$ cat src/rtl/aes_cone_launch_capture.sv
// Launch/capture wrapper around one combinational AES timing cone: launches a vector,
// waits WAIT_CYC cycles, samples the cone. Optional result signature via `CONE_MISR_EN.
module aes_cone_launch_capture #(
    parameter int WIDTH    = 12,
    parameter int WAIT_CYC = 1,
    parameter int CNT_W    = 16
) (
    input  logic             clk,
    input  logic             rst_n,
    input  logic             clr,
    input  logic             in_valid,
    output logic             in_ready,
    input  logic [WIDTH-1:0] in_vec,
    output logic [WIDTH-1:0] cone_in,
    input  logic             cone_out,
    output logic             out_valid,
    input  logic             out_ready,
    output logic             out_bit,
    output logic [WIDTH-1:0] out_vec,
    output logic [CNT_W-1:0] result_cnt,
    output logic [15:0]      sig,
    output logic             busy
);

    typedef enum logic [1:0] {
        ST_IDLE,
        ST_WAIT,
        ST_HOLD
    } state_t;

    localparam logic [3:0] WAIT_INIT = 4'(WAIT_CYC - 1);

    state_t     state;
    state_t     state_next;
    logic [3:0] wait_cnt;
    logic       launch;
    logic       capture;
    logic       out_fire;

    always_ff @(posedge clk or negedge rst_n) begin
        if (!rst_n) begin
            state <= ST_IDLE;
        end else begin
            // NOTE: sequential state always uses non-blocking assignment so every flop
            // samples the pre-edge values regardless of block ordering.
            state <= state_next;
        end
    end

    always_comb begin
        // NOTE: every output of this block gets a default first, so no path leaves a
        // signal unassigned and no latch is inferred.
        state_next = state;
        in_ready   = 1'b0;
        out_valid  = 1'b0;
        launch     = 1'b0;
        capture    = 1'b0;
        case (state)
            ST_IDLE: begin
                in_ready = 1'b1;
                if (in_valid) begin
                    launch     = 1'b1;
                    state_next = ST_WAIT;
                end
            end
            ST_WAIT: begin
                if (wait_cnt == 4'd0) begin
                    capture    = 1'b1;
                    state_next = ST_HOLD;
                end
            end
            ST_HOLD: begin
                out_valid = 1'b1;
                // Accepting the next vector in the same cycle the result leaves keeps
                // back-to-back launches free of an IDLE bubble.
                in_ready  = out_ready;
                if (out_ready) begin
                    launch     = in_valid;
                    state_next = in_valid ? ST_WAIT : ST_IDLE;
                end
            end
            default: state_next = ST_IDLE;
        endcase
    end

    assign out_fire = out_valid & out_ready;
    assign busy     = (state != ST_IDLE);

    // cone_in only moves on a launch, so the cone sees a stable vector for the whole
    // multicycle window.
    always_ff @(posedge clk or negedge rst_n) begin
        if (!rst_n) begin
            cone_in  <= '0;
            wait_cnt <= 4'd0;
            out_bit  <= 1'b0;
            out_vec  <= '0;
        end else begin
            if (launch) begin
                cone_in  <= in_vec;
                wait_cnt <= WAIT_INIT;
            end else if (state == ST_WAIT && wait_cnt != 4'd0) begin
                wait_cnt <= wait_cnt - 4'd1;
            end
            if (capture) begin
                out_bit <= cone_out;
                out_vec <= cone_in;
            end
        end
    end

    always_ff @(posedge clk or negedge rst_n) begin
        if (!rst_n) begin
            result_cnt <= '0;
        end else if (clr) begin
            result_cnt <= '0;
        end else if (out_fire && result_cnt != '1) begin
            result_cnt <= result_cnt + 1'b1;
        end
    end

`ifdef CONE_MISR_EN
    // Galois LFSR over x^16+x^12+x^5+1 with the result bit folded into bit 0.
    always_ff @(posedge clk or negedge rst_n) begin
        if (!rst_n) begin
            sig <= 16'hFFFF;
        end else if (clr) begin
            sig <= 16'hFFFF;
        end else if (out_fire) begin
            sig <= {sig[14:0], 1'b0} ^ (sig[15] ? 16'h1021 : 16'h0000) ^ {15'b0, out_bit};
        end
    end
`else
    assign sig = 16'h0000;
`endif

endmodule
$ cat config.mk
export PLATFORM = sky130hd
export DESIGN_NAME = aes_cone_launch_capture
export DESIGN_NICKNAME = d
export VERILOG_FILES = /design/src/rtl/aes_cone_launch_capture.sv
export SDC_FILE = /design/constraint.sdc
export NUM_CORES = 1
export LEC_CHECK = 0
export CORE_UTILIZATION = 49
export CTS_BUF_LIST = sky130_fd_sc_hd__clkbuf_16
export CTS_CLUSTER_SIZE = 12
export DETAILED_ROUTE_END_ITERATION = 10
export PLACE_DENSITY = 0.83
export SYNTH_ARGS = -nofsm -noshare
export SYNTH_HDL_FRONTEND = slang
export SYNTH_SLANG_ARGS = --single-unit
$ cat constraint.sdc
create_clock -name clk -period 5.48 [get_ports clk]
set_clock_uncertainty 0.15 [all_clocks]
set_input_delay 1.096 -clock clk [delete_from_list [all_inputs] [get_ports clk]]
set_output_delay 1.096 -clock clk [all_outputs]
set_load 0.02 [all_outputs]
# Word-level counts from Yosys, hierarchy flattened
# Cells that the tools add are included.
dict set report op_classes {
  n_addsub 2
  n_eq_ne 6
  muxes 16
  bitwise_logic 1
  reduce_logical 9
}
# operator n
set ops {}
lappend ops {{$mux 16} 2}
lappend ops {{$add 16x1->16 const B} 1}
lappend ops {{$ne 16x16->1 const B} 1}
lappend ops {{$mux 4} 2}
lappend ops {{$mux 1} 6}
lappend ops {{$mux 2} 3}
lappend ops {{$ne 2x2->1 const B} 3}
lappend ops {{$pmux 2 s3} 1}
lappend ops {{$reduce_bool 2->1} 3}
lappend ops {{$logic_not 4->1} 1}
lappend ops {{$pmux 1 s2} 2}
lappend ops {{$reduce_bool 4->1} 1}
lappend ops {{$sub 4x1->4 const B} 1}
lappend ops {{$reduce_and 3->1} 1}
lappend ops {{$eq 2x1->1 const B} 1}
lappend ops {{$eq 2x2->1 const B} 1}
lappend ops {{$logic_and 1x1->1} 2}
lappend ops {{$logic_not 2->1} 1}
lappend ops {{$and 1x1->1} 1}
dict set report word_totals {
  register_bits 47
  in_bits 18
  out_inout_bits 60
  elab_cells 40
}

# Depth between registers and ports, before layout
dict set report logic_depth {
  ltp_word 6
  mapped_depth 7
  ltp_nobuf 6
}

# Worst setup path before layout
# Ideal clock, no wire load.
dict set report synth_timing {
  path_type {input to output}
  startpoint {input out_ready}
  endpoint {output in_ready}
  t_arrival_ns 1.547
  t_required_ns 4.234
  setup_slack_ns 2.687
  cell_stages 2
  path_buffers 0
  cell_sequence {inv_1 a21oi_1}
}
dict set report synth_between {
  elab_chain_len 1
}
# element line_no
set synth_rtl {}
lappend synth_rtl {{start: declaration} 17} ;# input logic out_ready,
lappend synth_rtl {{$pmux 1 s2} 58} ;# case (state)
lappend synth_rtl {{end: declaration} 12} ;# output logic in_ready,
# No other way between the ends.

# Worst setup path in the final report
# Same ends and word-level chain as after synthesis.

==> results.sh <==
export IMPL_syn2layout_area_growth_pct=30.54
export IMPL_clock_latency_ns=0.28
export IMPL_max_freq_mhz=264.9
export IMPL_clkPwrFrac_pct=19.1
export IMPL_antenna_found_initial=0
export IMPL_port_buffers=61
export IMPL_relSlewSlack_pct=31.82
export IMPL_wire_per_inst_um=15.05
export IMPL_die_w_um=71.16
export IMPL_critPathKind="in2out"
export IMPL_drv_cap=0
export IMPL_leakage_nw=1.330
export IMPL_p_int_mw=1.008
export IMPL_core_um2=4474
export IMPL_hold_slack_ns=0.3603
export IMPL_io_pins=78
export IMPL_yosys_warnings=0
export IMPL_numCtsBuffers=5
export IMPL_vias_per_cell=5.556
export IMPL_failed_checks="DRC"
export IMPL_rsz0062_at_grt="false"
export IMPL_cts_root_buf="clkbuf_16"
export IMPL_row_count=24
export IMPL_cts_buffer_depth=2
export IMPL_dp_cells=307
export IMPL_seqPwrFrac_pct=35.6
export IMPL_fill_cells=339
export IMPL_swShare_pct=34.75
export IMPL_p_sw_mw=0.5367
export IMPL_avgSynthCellArea_um2=11.66
export IMPL_placed_cell_area_um2=2914
export IMPL_drc=6
export IMPL_slew_viol_final=0
export IMPL_die_area_um2=5063
export IMPL_diodes=0
export IMPL_layout_common_cells="clkdlybuf4s50_1 (60), dfrtp_1 (47), mux2_2 (18)"
export IMPL_dp_hpwl_um=3268
export IMPL_worst_pin_slew_ns=1.023
export IMPL_synthArstFlopShare_pct=100.0
export IMPL_cts_resized_gates=0
export IMPL_endpoint_kind="output pin"
export IMPL_vias=1750
export IMPL_final_common_cell="clkdlybuf4s50_1"
export IMPL_p_comb_share_pct=45.3
export IMPL_finalSetupViolCount=0
export IMPL_powerDensity_nw_per_um2=504.9
export IMPL_ctsHoldBuffers=0
export IMPL_dr_pass1_iters=9
export IMPL_htree_levels=2
export IMPL_gp_congestion=0.7856
export IMPL_ir_worst_vdd_mv=0.4231
export IMPL_cp_max_fo=3
export IMPL_yosysUniqueCellTypes=46
export IMPL_synthFlopType="dfrtp_1"
export IMPL_synthCells=201
export IMPL_setup_tns_ns=0
export IMPL_post_cts_setup_buffers=0
export IMPL_total_power_mw=1.545
export IMPL_worstHoldPathType="reg2reg"
export IMPL_drt_initial_drc_count=137
export IMPL_grt_ovfl_total=0
export IMPL_antenna_left=0
export IMPL_cts_tree="built"
export IMPL_grtUsageTotal_pct=21.03
export IMPL_fin_crit_sh_pct=68.90
export IMPL_wl_um=4742
export IMPL_dieHeight_um=71.16
export IMPL_post_route_min_period_ns=3.775
export IMPL_grt_pass1_vias=1767
export IMPL_fin_cells=315
export IMPL_grt_max_degree=48
export IMPL_ys_ff_latch=47
export IMPL_synth_edf_count=0
export IMPL_stdcell_area_um2=3059
export IMPL_initial_core_util_pct=52.38
export IMPL_clkSlewWorstSetupHoldPaths_ns=0.06
export IMPL_finalHoldViolations=0
export IMPL_cts_num_sinks=47
export IMPL_yosysSeqAreaShare_pct=50.19
export IMPL_cp_arrival_ns=2.53
export IMPL_cp_data_required_time_ns=4.23
export IMPL_nets=283
export IMPL_layout_drive_gt1_share_pct=16.73
export IMPL_grt_first_pass_wirelength_um=8217
export IMPL_outcome="finished, violations left"
export IMPL_startpoint_type="primary input"
export IMPL_synthesis_area_um2=2343
metal layers:
metal  global-route usage [%]  vias up  routed length, um
met5                        0        -                  0
met2                    34.60       68               2327
met1                    26.11      859               1960
met3                    7.550        6                401
li1                         -      817                  -
met4                    6.222        0                 53
critical path: stages:
cell	delay (ns)
clkdlybuf4s50_1	0.50
inv_1	0.06
a21oi_1	0.22
clkdlybuf4s50_1	0.65
area by class of cell:
type                       instances  area, um^2  share of cell area [%]
sequential                        47        1176                   38.45
clock buffer                       5       125.1                   4.090
clock inverter                     3       20.02                  0.6544
tap                               52       65.06                   2.127
inverter                           7       26.28                  0.8589
timing repair buffer              61       605.6                   19.80
multi-input combinational        140        1041                   34.03
Yosys cell counts (all sizes together) (2+ instances only):
library cell,n,area share (%)
dfrtp,47,50
mux2,27,14
buf,20,6.4
nand2,12,1.9
a21oi,9,1.9
nor2,8,1.3
inv,7,1.1
nand3,6,1.3
nand4,5,1.9
nor2b,5,1.3
o21ai,5,1.1
ha,3,1.6
nor3,3,0.64
o31ai,3,0.96
or2,3,0.80
or4,3,0.96
a311oi,2,0.75
and3,2,0.53
clkbuf,2,0.32
mux2i,2,0.85
nor4,2,0.80
o211ai,2,0.64
o311a,2,0.85
o311ai,2,0.75
o41ai,2,0.75
or3,2,0.53
xor2,2,0.75
stage by stage:
| step | utilization [%] | setup WS, ns |
|---|---|---|
| after floorplan | - | 2.687 |
| after global placement | 65.13 | 1.757 |
| after detailed placement | 65.13 | 1.699 |
| after CTS | 68.37 | 1.698 |
| after global routing | 68.37 | 1.608 |
| final | 68.37 | 1.705 |
kinds of logic (layout without fill, tap and decap cells):
group                    count (synthesis)  after routing  synth area share (%)
adder cells (fa/ha/maj)                  3              3                 1.602
AO/OA/AOI/OAI                           31             31                 9.237
XOR/XNOR                                 3              3                 1.121
multiplexers                            29             29                 15.27
AND/OR/NAND/NOR                         58             58                 14.63
other                                    1             16                0.1600
buffers and inverters                   29             76                 7.795
flip-flops                              47             47                 50.19
power groups by stage:
stage | Clock (mW) | Combinational [mW] | Sequential [mW]
detailed placement | 0 | 0.706 | 0.552
finish | 0.296 | 0.699 | 0.550
CTS | 0.304 | 0.710 | 0.552
global route | 0.316 | 0.750 | 0.568
floorplan | 0 | 0.324 | 0.658
global placement | 0 | 0.692 | 0.544
final timing paths:
path                                     from       endpoint  slack [ns]  cells after the start
worst max-delay path                out_ready       in_ready        1.70                      4
max in group asynchronous               rst_n    wait_cnt[2]        3.71                      1
worst min register to register     out_vec[3]     out_vec[3]        0.36                      1
worst min-delay path               out_vec[3]     out_vec[3]        0.36                      1
min in group asynchronous               rst_n  result_cnt[2]        0.84                      1
worst max register to register  result_cnt[0]  result_cnt[9]        3.13                      5
flip-flops by register name, summed over array words and instances, names as in the netlist:
signal      flops
result_cnt     16
out_bit         1
cone_in        12
wait_cnt        4
out_vec        12
state           2
(Power assumes the default switching activity.)
